## config.mk

```make
export PLATFORM = sky130hd
export DESIGN_NAME = mac_accumulator
export DESIGN_NICKNAME = d
export VERILOG_FILES = /design/src/rtl/mac_accumulator.sv
export SDC_FILE = /design/constraint.sdc
export NUM_CORES = 1
export LEC_CHECK = 0
export CORE_ASPECT_RATIO = 0.9
export CORE_MARGIN = 3
export CORE_UTILIZATION = 53
export CTS_BUF_LIST = sky130_fd_sc_hd__clkbuf_4
export CTS_CLUSTER_DIAMETER = 120
export DETAILED_ROUTE_END_ITERATION = 7
export PLACE_DENSITY = 0.85
export SYNTH_ARGS = -nofsm -noshare
export SYNTH_HDL_FRONTEND = slang
export SYNTH_SLANG_ARGS = --single-unit
```

## constraint.sdc

```tcl
create_clock -name clk -period 2.7 [get_ports clk]
set_input_delay 0.54 -clock clk [delete_from_list [all_inputs] [get_ports clk]]
set_output_delay 0.54 -clock clk [all_outputs]
set_load 0.03 [all_outputs]
```

## src/rtl/mac_accumulator.sv

```systemverilog
// Multiply-accumulate back end: sums a programmed number of 2*WIDTH-bit products.
// Build option: define MAC_SATURATE_EN to clamp the accumulator at all-ones on overflow.
module mac_accumulator #(
  parameter int WIDTH       = 4,
  parameter int ACC_WIDTH   = 16,
  parameter int COUNT_WIDTH = 8
) (
  input  logic                   clk,
  input  logic                   rst_n,
  input  logic                   start,
  input  logic [COUNT_WIDTH-1:0] term_count,
  input  logic                   clear,
  input  logic [2*WIDTH-1:0]     product,
  input  logic                   in_valid,
  output logic                   in_ready,
  output logic [ACC_WIDTH-1:0]   out,
  output logic                   out_valid,
  input  logic                   out_ready,
  output logic                   overflow
);

  if (ACC_WIDTH < 2*WIDTH) begin : g_width_check
    $error("mac_accumulator: ACC_WIDTH must be >= 2*WIDTH");
  end

  typedef enum logic [1:0] {
    IDLE,
    ACCUM,
    HOLD
  } state_t;

  state_t                 state;
  logic [COUNT_WIDTH-1:0] remaining;
  logic [ACC_WIDTH-1:0]   acc;
  logic [ACC_WIDTH:0]     sum;
  logic [ACC_WIDTH-1:0]   acc_next;
  logic                   accept;

  assign sum    = {1'b0, acc} + (ACC_WIDTH+1)'(product);
  assign accept = in_valid & in_ready;
  assign out    = acc;

  // Products are unsigned, so a clamped accumulator stays at all-ones for the rest of the run.
  always_comb begin
    acc_next = sum[ACC_WIDTH-1:0];
`ifdef MAC_SATURATE_EN
    if (sum[ACC_WIDTH]) acc_next = '1;
`endif
  end

  always_ff @(posedge clk or negedge rst_n) begin
    if (!rst_n) begin
      state     <= IDLE;
      acc       <= '0;
      overflow  <= 1'b0;
      remaining <= '0;
      in_ready  <= 1'b0;
      out_valid <= 1'b0;
    end else if (clear) begin
      state     <= IDLE;
      acc       <= '0;
      overflow  <= 1'b0;
      remaining <= '0;
      in_ready  <= 1'b0;
      out_valid <= 1'b0;
    end else begin
      case (state)
        IDLE: begin
          if (start) begin
            acc      <= '0;
            overflow <= 1'b0;
            if (term_count != '0) begin
              remaining <= term_count;
              state     <= ACCUM;
              in_ready  <= 1'b1;
            end else begin
              state     <= HOLD;
              out_valid <= 1'b1;
            end
          end
        end
        ACCUM: begin
          if (accept) begin
            acc       <= acc_next;
            remaining <= remaining - COUNT_WIDTH'(1);
            if (sum[ACC_WIDTH]) overflow <= 1'b1;
            if (remaining == COUNT_WIDTH'(1)) begin
              state     <= HOLD;
              in_ready  <= 1'b0;
              out_valid <= 1'b1;
            end
          end
        end
        HOLD: begin
          if (out_ready) begin
            state     <= IDLE;
            out_valid <= 1'b0;
          end
        end
        default: begin
          state     <= IDLE;
          in_ready  <= 1'b0;
          out_valid <= 1'b0;
        end
      endcase
    end
  end

endmodule
```

Word level (Yosys, flattened, before mapping)
Index checks and enable logic that the tools add are counted.
Storage, ports and cells
  register bits after elaboration: 29
  bits of input ports: 22
  output and inout port bits: 19
Operators by class
  $add $sub $neg: 2
  equality and inequality tests: 11
  muxes and demuxes: 34
  bitwise logic cells: 1
  reduce and logical (&&, ||, !) cells: 9
Operators by type and width (count)
  $mux 16: 3
  $mux 8: 4
  $pmux 16 s2: 1
  $ne 3x3->1 const B: 7
  $add 16x8->17: 1
  $pmux 8 s2: 1
  $mux 1: 15
  $mux 2: 6
  $reduce_and 4->1: 3
  $reduce_and 5->1: 2
  $eq 8x1->1 const B: 1
  $reduce_bool 8->1: 1
  $sub 8x1->8 const B: 1
  $pmux 1 s3: 2
  $pmux 2 s3: 1
  $reduce_and 3->1: 1
  $reduce_bool 3->1: 1
  $eq 2x1->1 const B: 1
  $eq 2x2->1 const B: 1
  $logic_not 2->1: 1
  $ne 2x2->1 const B: 1
  $pmux 1 s2: 1
  $and 1x1->1: 1

Longest topological paths before layout
  depth in word-level cells: 5
  depth in mapped cells: 8
  mapped depth without buffers: 8

Worst setup path after synthesis
Ideal clock, no wire load.
  path kind: reg-to-reg
  start point: reg acc[0], in the netlist out[0]
  end point: reg acc[10], in the netlist out[10]
  library setup time: 0.066 ns
  arrival: 2.264 ns
  data required time: 2.634 ns
  path slack: 0.370 ns
  cell stages (with the launch flop): 9
  buffers on the path: 0
  period minus slack after synthesis: 2.330 ns
  cell sequence: dfrtp_1 > ha_1 > inv_1 > fa_1 > nand2b_1 > a211oi_1 > o21bai_2 > or4_1 > nand2_1
Between the ends
  longest elaborated chain between the ends: 4
Ends and longest elaborated chain
  start: declaration: line 34  | logic [ACC_WIDTH-1:0] acc;
  start signal: assignment: line 84  | acc <= acc_next;
  $add 16x8->17: line 39  | assign sum = {1'b0, acc} + (ACC_WIDTH+1)'(product);
  $mux 16: line 83  | if (accept) begin
  $pmux 16 s2: line 67  | case (state)
  $mux 16: line 59  | end else if (clear) begin
Every way passes these cells. The select of a mux whose other input is x is not followed.
A chain may end at the register's enable or synchronous reset.

Worst setup path in the final report
  start point: in product[0]
  end point: reg acc[12], in the netlist out[12]
Between the ends
  longest elaborated chain between the ends: 4
Ends and longest elaborated chain
  start: declaration: line 13  | input logic [2*WIDTH-1:0] product,
  $add 16x8->17: line 39
  $mux 16: line 83
  $pmux 16 s2: line 67
  $mux 16: line 59
Every way passes these cells. The select of a mux whose other input is x is not followed.

==> flow_summary.ini <==
[status]
outcome = finished clean

[logic_synthesis]
synthArstFlopShare = 1.00
avgSynthCellArea_um2 = 9.15
synthesis.nets = 246
ys.warnings.count = 0
syn_area_um2 = 1950
synth_edf_count = 0
synth_compound_area_frac = 0.259
post_synth_num_cell_types = 49
ys.flop_type = dfrtp_1
synth_adder_area_share = 0.0745
yosys.area_share.simple = 0.208
synth-seq-cells = 29
syn_inst = 213
synth-seq-area-share = 0.372
synth_xor_area_frac = 0.0315
synthMuxAreaShare = 0.00578
synth_top_family_by_area = compound AO/OA/AOI/OAI gates

[detailed_routing]
vias_per_cell = 6.08
vias = 1879
drt-wirelength-per-cell_um = 15.2
drtAntennaViolNets = 0
drc = 0
drt-total-wl_um = 4690
dr.pass1.iters = 4
drtIter0Drc = 219

[global_routing]
grt_max_degree = 30
grt_pass1_vias = 1718
grt_pass1_wl_um = 7870
track_usage = 0.220
overflow = 0
antenna_found_initial = 0

[sta]
fin_hold_ws_ns = 0.508
rsz0062_at_grt = false
setup_viol = 0
drv_slew = 0
fmax_ghz = 0.397
tightest_slew_ns = 0.623
fin_crit_ns = 2.52
period_share = 0.933
hold_viol = 0
skew_ns = 0.00888
slew_headroom = 0.583

[clock_tree]
cts_setup_buffers = 0
cts_made_buffers = 5
cts_sinks = 29
cts_buffer_depth = 2
cts_tree = done
htree_levels = 2
clk_pin_slew_ns = 0.10
root_buffer = clkbuf_4
cts_resized = 0
ctsHoldBuffers = 0
clk_latency_ns = 0.34

[floorplanning]
initial_core_util = 0.564
die_h_um = 63.5
die_w_um = 69.9
num_rows = 20
dieArea_um2 = 4440
core_um2 = 3450
num_io_pins = 41

[setup_path]
crit_chain = clkdlybuf4s50_1 > ha_1 > inv_1 > fa_1 > nand2b_1 > a211oi_1 > o21bai_2 > or4_1 > nand2_1
cp-start-kind = input pin
crit_required_ns = 2.98
crit_path_end_kind = flop
arrival_ns = 2.80
cp_slowest_stage_delay_ns = 0.48
cp_top_family = simple AND/OR/NAND/NOR gates
crit_fanout = 6
critPathKind = in -> reg
cp_num_buf_inv = 2
cp_slowest_cell = or4_1

[cells_and_area]
area_delta_synth_final_pct = 27.7
layout.nets = 297
n_antenna_cell = 0
num-fill-cells = 272
final_cells = 309
drive_above_1_share = 0.113

[min_path]
min_path_type = reg -> reg

[power]
ir_worst_vdd_uv = 516
powerDensity_nw_per_um2 = 845
p_leak_nw = 1.04

[placement]
placed_cells = 301
dp_hpwl_um = 3450
port-buffer-count = 40
place.gp.congestion = 0.884

[job]
maxCapViolCount = 0
-- layout by cell type, fill, tap and decap left out, types with 9 or more instances in the layout --
cell / Yosys / final
inv_1: 11 / 11
dfrtp_1: 29 / 29
o211ai_1: 9 / 9
nor2_1: 11 / 11
a21oi_1: 15 / 15
o21ai_0: 13 / 13
nand2_1: 24 / 24
ha_1: 10 / 10
clkdlybuf4s50_1: 0 / 40
buf_4: 0 / 12
-- metrics by stage --
step | TNS, ns | utilization | setup slack (ns) | cell area (µm²) | total power [mW]
final | 0 | 0.721 | 0.181 | 2490 | 2.10
after global routing | 0 | 0.721 | 0.0800 | 2490 | 2.27
after CTS | 0 | 0.721 | 0.223 | 2490 | 2.10
after detailed placement | -0.510 | 0.707 | -0.143 | 2440 | 1.84
after global placement | -0.188 | 0.707 | -0.0815 | 2440 | 1.80
after floorplan | 0 | - | 0.370 | 1950 | 1.50
-- metal layers --
metal | up-vias | global-route usage | part of all wire
met1 | 890 | 0.282 | 0.44
met3 | 8 | 0.0574 | 0.062
met5 | - | 0 | 0
li1 | 903 | - | -
met4 | 0 | 0.0742 | 0.010
met2 | 78 | 0.358 | 0.49
-- cell usage after synthesis (5+ instances only) --
library cell,number,area share
nand3_1,5,0.013
ha_1,10,0.064
nor2_1,11,0.021
o21ai_0,13,0.033
nand2_1,24,0.046
dfrtp_1,29,0.37
nor3_1,5,0.013
a21oi_1,15,0.039
or4_1,7,0.027
o31ai_1,6,0.023
o211ai_1,9,0.035
or3_1,5,0.016
inv_1,11,0.021
o2bb2ai_1,6,0.027
-- path summary, 6_finish.rpt --
kind | cells after the start | endpoint | start | slack [ns]
setup / recovery | 9 | out[12] | product[0] | 0.18
hold / removal | 1 | remaining[6] | remaining[6] | 0.51
setup reg to reg | 8 | out[12] | out[0] | 0.47
hold reg to reg | 1 | remaining[6] | remaining[6] | 0.51
max in group asynchronous | 2 | remaining[6] | rst_n | 1.83
min in group asynchronous | 2 | out[2] | rst_n | 0.58
-- flip-flops by register name, indices dropped and copies added, names as in the netlist --
name       count
in_ready       1
out_valid      1
remaining      8
state          2
overflow       1
out           16
-- cell type report --
cell class	instances	area, µm²	share of cell area
Clock buffer	5	37.5	0.0151
Clock inverter	3	12.5	0.00503
Inverter	11	41.3	0.0166
Multi-Input combinational cell	165	1130	0.453
Sequential cell	29	726	0.291
Tap cell	44	55.1	0.0221
Timing Repair Buffer	52	490	0.197
-- power breakdown --
| group | internal, mW | switching (mW) | total, mW | leakage [nW] |
|---|---|---|---|---|
| sequential | 0.553 | 0.141 | 0.695 | 0.391 |
| combinational | 0.496 | 0.654 | 1.15 | 0.623 |
| clock | 0.0940 | 0.165 | 0.259 | 0.0300 |
| total | 1.14 | 0.960 | 2.10 | 1.04 |
-- logic make-up after synthesis --
family                   Yosys count
AO/OA/AOI/OAI                     71
XOR/XNOR                           7
adder cells (fa/ha/maj)           11
buffers and inverters             19
flip-flops                        29
multiplexers                       1
AND/OR/NAND/NOR                   75
(Power assumes the default switching activity.)
